[src/rtl/qc_job_dispatcher.sv]
// qc_job_dispatcher
// Round-robin dispatcher that shares one quantum program engine between
// N_REQ requesters: grants a pending request, issues a one-cycle start with
// the requester's prog_id, waits for engine done (or a timeout), clears the
// engine and returns a one-cycle response with the status and cycle count.
module qc_job_dispatcher #(
    parameter int N_REQ   = 4,
    parameter int TIMEOUT = 4096,
    parameter int JW      = 16
) (
    input  logic               clk,
    input  logic               rst,
    input  logic [N_REQ-1:0]   req_valid,
    input  logic [2*N_REQ-1:0] req_prog,
    output logic [N_REQ-1:0]   req_ready,
    output logic [N_REQ-1:0]   rsp_valid,
    output logic               rsp_status,
    output logic [31:0]        rsp_cycles,
    output logic               eng_start,
    output logic [1:0]         eng_prog_id,
    input  logic               eng_done,
    input  logic [31:0]        eng_cycle_count,
    output logic               eng_clr,
    output logic               busy,
    output logic [JW-1:0]      jobs_done
);

    localparam int PW  = (N_REQ > 1) ? $clog2(N_REQ) : 1;
    localparam int PW1 = PW + 1;
    localparam int TW  = $clog2(TIMEOUT) + 1;

    localparam logic [TW-1:0]  TIMER_LAST     = TW'(TIMEOUT - 1);
    localparam logic [31:0]    TIMEOUT_CYCLES = 32'(TIMEOUT);
    localparam logic [PW-1:0]  LAST_IDX       = PW'(N_REQ - 1);
    localparam logic [PW1-1:0] N_REQ_W        = PW1'(N_REQ);

    typedef enum logic [2:0] {
        S_IDLE,
        S_LAUNCH,
        S_RUN,
        S_CLEAR,
        S_RESP
    } state_t;

    state_t         state_reg,  state_next;
    logic [PW-1:0]  ptr_reg,    ptr_next;
    logic [PW-1:0]  winner_reg, winner_next;
    logic [1:0]     prog_reg,   prog_next;
    logic [TW-1:0]  timer_reg,  timer_next;
    logic           status_reg, status_next;
    logic [31:0]    cycles_reg, cycles_next;
    logic [JW-1:0]  jobs_reg,   jobs_next;

    // Rotated view of the requests: offset gi looks at index (ptr+gi) mod N_REQ.
    // The wrap is an explicit subtract so non-power-of-two N_REQ works.
    logic [PW-1:0]    cand_idx [N_REQ];
    logic [N_REQ-1:0] cand_valid;
    logic [PW-1:0]    pick_idx;
    logic             any_pending;

    generate
        for (genvar gi = 0; gi < N_REQ; gi++) begin : g_rot
            logic [PW1-1:0] sum;
            assign sum            = {1'b0, ptr_reg} + PW1'(gi);
            assign cand_idx[gi]   = (sum >= N_REQ_W) ? PW'(sum - N_REQ_W) : sum[PW-1:0];
            assign cand_valid[gi] = req_valid[cand_idx[gi]];
        end
    endgenerate

    assign any_pending = |req_valid;

    // Pick the lowest rotation offset with a pending request.
    always_comb begin
        pick_idx = ptr_reg;
        for (int k = N_REQ - 1; k >= 0; k--) begin
            if (cand_valid[k]) begin
                pick_idx = cand_idx[k];
            end
        end
    end

    // Next-state logic and the one-cycle strobes decoded from the state.
    always_comb begin
        state_next  = state_reg;
        ptr_next    = ptr_reg;
        winner_next = winner_reg;
        prog_next   = prog_reg;
        timer_next  = timer_reg;
        status_next = status_reg;
        cycles_next = cycles_reg;
        jobs_next   = jobs_reg;
        req_ready   = '0;
        rsp_valid   = '0;
        eng_start   = 1'b0;
        eng_clr     = 1'b0;

        case (state_reg)
            S_IDLE: begin
                // An engine still reporting done has not been cleared; hold off.
                if (any_pending && !eng_done) begin
                    winner_next = pick_idx;
                    prog_next   = req_prog[{pick_idx, 1'b0} +: 2];
                    state_next  = S_LAUNCH;
                end
            end
            S_LAUNCH: begin
                req_ready[winner_reg] = 1'b1;
                eng_start             = 1'b1;
                ptr_next   = (winner_reg == LAST_IDX) ? '0 : winner_reg + 1'b1;
                timer_next = '0;
                state_next = S_RUN;
            end
            S_RUN: begin
                // Done takes priority over a coincident timeout.
                if (eng_done) begin
                    cycles_next = eng_cycle_count;
                    status_next = 1'b0;
                    state_next  = S_CLEAR;
                end else if (timer_reg == TIMER_LAST) begin
                    cycles_next = TIMEOUT_CYCLES;
                    status_next = 1'b1;
                    state_next  = S_CLEAR;
                end else begin
                    timer_next = timer_reg + 1'b1;
                end
            end
            S_CLEAR: begin
                eng_clr    = 1'b1;
                state_next = S_RESP;
            end
            S_RESP: begin
                rsp_valid[winner_reg] = 1'b1;
                if (jobs_reg != '1) begin
                    jobs_next = jobs_reg + 1'b1;
                end
                state_next = S_IDLE;
            end
            default: begin
                state_next = S_IDLE;
            end
        endcase
    end

    // State and datapath registers; reset aborts any job in flight.
    always_ff @(posedge clk or posedge rst) begin
        if (rst) begin
            state_reg  <= S_IDLE;
            ptr_reg    <= '0;
            winner_reg <= '0;
            prog_reg   <= '0;
            timer_reg  <= '0;
            status_reg <= 1'b0;
            cycles_reg <= '0;
            jobs_reg   <= '0;
        end else begin
            state_reg  <= state_next;
            ptr_reg    <= ptr_next;
            winner_reg <= winner_next;
            prog_reg   <= prog_next;
            timer_reg  <= timer_next;
            status_reg <= status_next;
            cycles_reg <= cycles_next;
            jobs_reg   <= jobs_next;
        end
    end

    assign rsp_status  = status_reg;
    assign rsp_cycles  = cycles_reg;
    assign eng_prog_id = prog_reg;
    assign busy        = (state_reg != S_IDLE);
    assign jobs_done   = jobs_reg;

endmodule

[config.mk]
export PLATFORM = sky130hd
export DESIGN_NAME = qc_job_dispatcher
export DESIGN_NICKNAME = d
export VERILOG_FILES = /design/src/rtl/qc_job_dispatcher.sv
export SDC_FILE = /design/constraint.sdc
export NUM_CORES = 1
export LEC_CHECK = 0
export CAP_MARGIN = 20
export CORE_MARGIN = 2
export CORE_UTILIZATION = 46
export CTS_CLUSTER_SIZE = 30
export DETAILED_ROUTE_END_ITERATION = 7
export GPL_ROUTABILITY_DRIVEN = 0
export PLACE_DENSITY = 0.8
export SLEW_MARGIN = 20
export SYNTH_ARGS = -nofsm -noshare
export SYNTH_HDL_FRONTEND = slang
export SYNTH_SLANG_ARGS = --single-unit
[constraint.sdc]
create_clock -name clk -period 2.3 [get_ports clk]
set_input_delay 0.345 -clock clk [delete_from_list [all_inputs] [get_ports clk]]
set_output_delay 0.345 -clock clk [all_outputs]
set_load 0.03 [all_outputs]
Yosys cells after proc, flatten, opt, wreduce, memory -nomap -nowiden --
Cells that the tools add are included.
Storage, ports and cells: register bits after elaboration 71, bits of input ports 47
Cells by class: $add $sub $neg 10, $lt $le $gt $ge 10, eq/ne operators 11, shift-type cells 1, mux-type cells 34, reductions and logical operators 13
Operator list (number):
- $mux W32 | 2
- $mux W13 | 2
- $pmux W13 S2 | 1
- $mux W2 | 9
- $add A16 B1 Y16 const B | 1
- $ne A16 B16 Y1 const B | 1
- $lt A2 B3 Y1 const B | 5
- $add A13 B1 Y13 const B | 1
- $eq A13 B12 Y1 const B | 1
- $pmux W3 S4 | 1
- $ge A3 B3 Y1 const B | 3
- $mux W1 | 9
- $mux W3 | 3
- $bmux W1 S2 | 4
- $mux W4 | 2
- $reduce_and A2 Y1 | 4
- $shiftx A8 B4 Y2 | 1
- $sub A2 B1 Y2 const B | 4
- $add A2 B2 Y3 const B | 2
- $eq A3 B2 Y1 const B | 2
- $ne A2 B2 Y1 const B | 3
- $reduce_bool A2 Y1 | 2
- $reduce_or A4 Y1 | 1
- $add A2 B1 Y3 const B | 1
- other kinds (13) | 14

Logic depth before layout (Yosys ltp) --
Gate-level depths: netlist (run 1).
depth in word-level cells 10, gate-level depth with buffers 6, mapped depth without buffers 6

Worst setup path after synthesis (run 1) --
Ideal clock, no wire load.
path kind reg2reg, start register state_reg[0], end register prog_reg[0] (netlist: eng_prog_id[0]), library setup time 66 ps, data arrival time 1699 ps, data required time 2234 ps, slack 535 ps, cell stages (with the launch flop) 7, buffers on the path 1, path through dfrtp_1 buf_6 or3_4 a211o_1 a31o_2 a21oi_1 a221o_1
Between the ends: longest elaborated chain between the ends 2
Ends and longest elaborated chain:
- start: declaration | line 45 | state_t state_reg, state_next;
- start signal: assignment | line 156 | state_reg <= state_next;
- $logic_not A3 Y1 | line 97 | case (state_reg)
- $reduce_and A2 Y1 (no line)
- end signal: assignment | line 159 | prog_reg <= prog_next;
- end: declaration | line 48 | logic [1:0] prog_reg, prog_next;
No other way between the ends. A chain may end at the register's enable or synchronous reset.

Final worst setup path (run 1) --
start register state_reg[0], end output busy
Between the ends: longest elaborated chain between the ends 1
Ends and longest elaborated chain:
- $reduce_bool A3 Y1 | line 170 | assign busy = (state_reg != S_IDLE);
- end: declaration | line 24 | output logic busy,
No other way between the ends.

==> results of run 1 <==
==> timing repair <==
item / CTS / global route
buffers inserted: 1 / 0
setup endpoints to repair: 4 / 5
pin swaps: 1 / 0
gates resized for setup: 3 / 5
==> Yosys cell counts (4+ instances only) <==
cell type	instances
and3_1	8
inv_1	10
a22o_1	31
o21ai_0	9
xnor2_1	7
buf_2	4
dfrtp_1	71
nor2_1	18
and2_1	6
nand4_1	8
nand2_1	16
nand3_1	10
clkbuf_1	4
nor2b_1	5
ha_1	6
xor2_1	14
and3b_1	4
a21oi_1	7
==> worst max-delay path by stage <==
stage,slack [ns],to,cells past startpoint,start
2_1_floorplan,0.16,eng_prog_id[0],1,rst
3_3_place_gp,0.14,eng_prog_id[0],6,req_valid[3]
3_5_place_dp,0.04,eng_prog_id[0],6,req_valid[3]
4_1_cts,0.04,req_ready[1],3,state_reg[2]
5_1_grt,0.04,rsp_valid[3],4,state_reg[0]
6_report,0.13,busy,2,state_reg[0]
==> routing by layer <==
metal  routed length, microns  vias up  track usage, %
li1                         -     1273               -
met1                     3430     1297            27.5
met2                     3610       98            32.2
met3                      435       11            4.71
met4                       98        0            7.13
met5                        0        -               0
==> metrics by stage <==
| step | cell area, sq um | hold slack, ns |
|---|---|---|
| after floorplan | 3250 | 0.470 |
| after global placement | 4490 | 0.481 |
| after detailed placement | 4490 | 0.484 |
| after CTS | 4700 | 0.312 |
| after global routing | 4710 | 0.348 |
| final | 4710 | 0.319 |
==> worst max-delay path, stage by stage (launching register included) <==
cell             delay (ns)
dfrtp_1                0.50
or3_4                  0.39
clkdlybuf4s50_1        0.60
==> cell usage in the layout, fill, tap and decap left out, types with 9 or more instances in the layout <==
cell	Yosys	final
dfrtp_1	71	71
o21ai_0	9	9
a22o_1	31	31
buf_4	0	9
xor2_1	14	14
clkdlybuf4s50_1	0	99
clkbuf_8	0	9
inv_1	10	9
nor2_1	18	18
nand2_1	16	16
nand3_1	10	10
==> cells by family (layout without fill, tap and decap cells) <==
| group | count (synthesis) | after routing | synth area share [%] |
|---|---|---|---|
| mux | 3 | 3 | 1.04 |
| xor+xnor | 21 | 21 | 5.67 |
| flops | 71 | 71 | 54.7 |
| simple gates | 94 | 94 | 17.7 |
| buf+inv | 19 | 144 | 2.58 |
| compound gates | 67 | 67 | 16.0 |
| fa+ha+maj | 6 | 6 | 2.31 |
==> where the power goes <==
part / switching (uW) / internal (uW) / total [uW]
clock: 464 / 506 / 970
sequential: 303 / 1630 / 1930
combinational: 1380 / 1130 / 2510
==> area by class of cell <==
cell class	count	area (sq um)
multi-input combinational	191	1390
sequential	71	1780
fill	511	2080
clock buffer	10	128
clock inverter	6	71.3
timing repair buffer	118	1190
inverter	10	37.5
tap	96	120
==> impl_metrics.env, run 1 <==
export IMPL_status="finished, final reports clean"
export IMPL_yosysSeqAreaShare_pct=54.7
export IMPL_antenna_found_initial=0
export IMPL_endpoint_kind="output pin"
export IMPL_synthCells=281
export IMPL_max_freq_ghz=0.462
export IMPL_rsz0062_at_grt="no"
export IMPL_yosysTopAreaCell="dfrtp_1"
export IMPL_port_buffers=108
export IMPL_slew_headroom_pct=67.8
export IMPL_dp_slack_ns=0.0364
export IMPL_ys_seq_elements=71
export IMPL_wl_mm=7.57
export IMPL_synth_edf_count=0
export IMPL_clk_pin_slew_ns=0.08
export IMPL_final_util_pct=69.3
export IMPL_die_w_microns=88
export IMPL_r2r_cells=6
export IMPL_start_util_pct=47.8
export IMPL_tightestPinTransition_ns=0.480
export IMPL_final_nets=454
export IMPL_cp_start_kind="register"
export IMPL_vias_per_cell=5.34
export IMPL_antenna_left=0
export IMPL_clockRootBuffer="clkbuf_8"
export IMPL_p_leak_uw=0.00224
export IMPL_finalSetupViolations=0
export IMPL_worst_r2r_startpoint="state_reg[0]"
export IMPL_cts_tree="yes"
export IMPL_firstDrtPassIters=4
export IMPL_rows=30
export IMPL_min_path_type="in2async"
export IMPL_tns_ns=0
export IMPL_clock_sinks=71
export IMPL_required_ns=1.96
export IMPL_cts_buffers=9
export IMPL_drtIter0Drc=82
export IMPL_grt_overflow=0
export IMPL_fin_cells=502
export IMPL_remaining_drc_errors=0
export IMPL_report_final_slew_viol_count=0
export IMPL_die_h_microns=88
export IMPL_yosysTopAreaCellShare_pct=54.7
export IMPL_fin_total_pwr_uw=5410
export IMPL_arrival_ns=1.82
export IMPL_cts_max_path_buffers=2
export IMPL_die_area_sq_um=7740
export IMPL_synth_ff_type="dfrtp_1"
export IMPL_largest_reg_flops=32
export IMPL_fin_crit_sh_pct=94.2
export IMPL_dp_cells=485
export IMPL_areaGrowthSynthToFinish_pct=45.1
export IMPL_setup_slack_ns=0.133
export IMPL_avgSynthCellArea_sq_um=11.6
export IMPL_critical_path_class="reg2out"
export IMPL_synth_nets=334
export IMPL_max_vdd_ir_drop_uv=770
export IMPL_grt_max_degree=33
export IMPL_ys_async_sr_fraction_pct=100
export IMPL_p_per_area_nw_per_um2=1150
export IMPL_grt_first_pass_wirelength_mm=12.3
export IMPL_fin_skew_ns=0.00759
export IMPL_cts_htree_levels=3
export IMPL_cap_violations=0
export IMPL_finalHoldViolCount=0
export IMPL_vias=2679
export IMPL_netlist_area_sq_um=3250
export IMPL_io_pins=109
export IMPL_core_sq_um=6790
export IMPL_r2r_setup_slack_ns=0.37
export IMPL_yosysWarnings=0
export IMPL_drive_above_1_share_pct=10.3
export IMPL_period_minus_slack_ns=2.17
export IMPL_grt_pass1_vias=2636
export IMPL_r2r_end="jobs_done[15]"
export IMPL_worstPathMaxFanout=11
export IMPL_yosys_top_cells_area="dfrtp_1 (55%), a22o_1 (8.4%), xor2_1 (3.8%)"
export IMPL_drt_wirelength_per_cell_microns=15.1
export IMPL_dp_hpwl_mm=5.62
export IMPL_gr_usage_all_layers_pct=20.3
export IMPL_cts_hold_buf=0
export IMPL_n_antenna_cell=0
export IMPL_synthDistinctLibCells=47
export IMPL_clock_latency_ns=0.34
Note: power is estimated with default switching activity, not from simulation.
==> inputs of run 2 (changes only) <==
CTS_CLUSTER_DIAMETER = 50   (was not set)
==> results of run 2 <==
The final DEF is identical to that of run 1; final timing and power are the same.
==> inputs of run 3 (changes only) <==
CAP_MARGIN = 10   (was 20)
CORE_UTILIZATION = 49   (was 46)
PLACE_DENSITY = 0.84   (was 0.8)
clock period = 2.6 ns   (was 2.3 ns; I/O delays follow)
==> impl_metrics.env, run 3 (synthesis results as in run 1) <==
export IMPL_grt_overflow=0
export IMPL_drive_above_1_share_pct=9.20
export IMPL_fin_hold_ws_ns=0.459
export IMPL_vias=2621
export IMPL_gr_usage_all_layers_pct=20.6
export IMPL_drt_wirelength_per_cell_microns=15.4
export IMPL_max_vdd_ir_drop_uv=712
export IMPL_path_buf_inv=1
export IMPL_areaGrowthSynthToFinish_pct=42.9
export IMPL_core_sq_um=6390
export IMPL_p_leak_uw=0.00212
export IMPL_cts_setup_buffers=0
export IMPL_clock_latency_ns=0.33
export IMPL_dp_hpwl_mm=5.38
export IMPL_die_w_microns=85.4
export IMPL_period_minus_slack_ns=2.41
export IMPL_r2r_end="rsp_cycles[3]"
export IMPL_endpoint_kind="output pin"
export IMPL_pwr_share_seq_pct=35.8
export IMPL_slowest_stage="clkdlybuf4s50_1"
export IMPL_finalSetupViolations=0
export IMPL_pwr_share_clk_pct=18.2
export IMPL_r2r_setup_slack_ns=0.73
export IMPL_die_area_sq_um=7290
export IMPL_grt_first_pass_wirelength_mm=11.9
export IMPL_fin_crit_sh_pct=92.5
export IMPL_antenna_found_initial=0
export IMPL_firstDrtPassIters=4
export IMPL_final_nets=450
export IMPL_wl_mm=7.39
export IMPL_n_antenna_cell=0
export IMPL_crit_family="buffers and inverters"
export IMPL_path_cells="nor3b_4, and2_1, clkdlybuf4s50_1"
export IMPL_max_freq_ghz=0.416
export IMPL_grt_max_degree=34
export IMPL_power_switching_uw=1880
export IMPL_worstPathMaxFanout=11
export IMPL_p_sw_share_pct=39.3
export IMPL_cts_max_path_buffers=2
export IMPL_fin_skew_ns=0.0107
export IMPL_min_path_type="in2async"
export IMPL_critical_path_class="reg2out"
export IMPL_grt_pass1_vias=2536
export IMPL_port_buffers=108
export IMPL_cts_tree="yes"
export IMPL_cts_buffers=9
export IMPL_antenna_left=0
export IMPL_r2r_cells=6
export IMPL_arrival_ns=2.02
export IMPL_p_int_uw=2900
export IMPL_final_cell_mix="clkdlybuf4s50_1 (108), dfrtp_1 (71), a22o_1 (31), nor2_1 (18), nand2_1 (16)"
export IMPL_io_pins=109
export IMPL_rows=29
export IMPL_slew_headroom_pct=58.5
export IMPL_cap_violations=0
export IMPL_die_h_microns=85.4
export IMPL_cp_slowest_stage_delay_ns=0.66
export IMPL_tightestPinTransition_ns=0.621
export IMPL_remaining_drc_errors=0
export IMPL_p_per_area_nw_per_um2=1030
export IMPL_dp_slack_ns=0.252
export IMPL_clk_pin_slew_ns=0.08
export IMPL_clockRootBuffer="clkbuf_8"
export IMPL_layout_commonest_cell="clkdlybuf4s50_1"
export IMPL_vias_per_cell=5.47
export IMPL_worst_r2r_startpoint="timer_reg[4]"
export IMPL_cts_htree_levels=3
export IMPL_finalHoldViolCount=0
export IMPL_setup_slack_ns=0.194
export IMPL_cts_resized=0
export IMPL_rsz0062_at_grt="no"
export IMPL_report_final_slew_viol_count=0
export IMPL_cts_hold_buf=0
export IMPL_startpoint="state_reg[0]"
export IMPL_status="finished, final reports clean"
export IMPL_cp_start_kind="register"
export IMPL_clock_sinks=71
export IMPL_drtIter0Drc=66
export IMPL_combPwrFrac_pct=46.0
export IMPL_start_util_pct=50.8
export IMPL_tns_ns=0
export IMPL_required_ns=2.21
export IMPL_largest_reg_flops=32
-- run 3: cell count changes in the layout (fill, tap and decap cells not counted) --
cell,delta
clkbuf_8,+1
clkdlybuf4s50_1,+9
clkinvlp_4,-2
dlymetal6s2s_1,-5
clkinv_4,-1
clkinv_2,+2
dlygate4sd2_1,-3
buf_12,-1
buf_4,-4
-- run 3: worst max path at each step --
stage	cells after the start	to
final	3	rsp_valid[1]
after global routing	3	rsp_valid[2]
after CTS	3	rsp_valid[1]
after detailed placement	6	eng_prog_id[0]
after global placement	6	eng_prog_id[0]
after floorplan	1	eng_prog_id[0]
-- run 3: layout make-up --
class | count | area (sq um)
clock inverter | 5 | 57.6
clock buffer | 11 | 141
fill | 462 | 1750
timing repair buffer | 114 | 1140
inverter | 10 | 37.5
multi-input combinational | 191 | 1390
tap | 77 | 96.3
sequential | 71 | 1780
-- run 3: power groups by stage --
stage	Clock, uW	Combinational (uW)	Sequential [uW]
final	869	2200	1710
after global routing	942	2330	1750
after CTS	892	2220	1710
after detailed placement	0	2210	1720
after floorplan	0	815	2200
after global placement	0	2170	1710
-- run 3: layer usage --
layer | global-route usage (%) | vias to the layer above | wire (microns)
met2 | 33.8 | 80 | 3540
met5 | 0 | - | 0
li1 | - | 1262 | -
met3 | 4.47 | 9 | 439
met1 | 27.5 | 1270 | 3340
met4 | 6.49 | 0 | 76
-- run 3: stage by stage --
stage                     area [sq um]  utilization, %  std cells  power, uW
after detailed placement          4440            69.5        463       3930
after CTS                         4640            72.6        479       4820
final                             4640            72.6        479       4770
after global placement            4440            69.5        463       3880
after global routing              4640            72.6        479       5030
after floorplan                   3250               -        281       3010
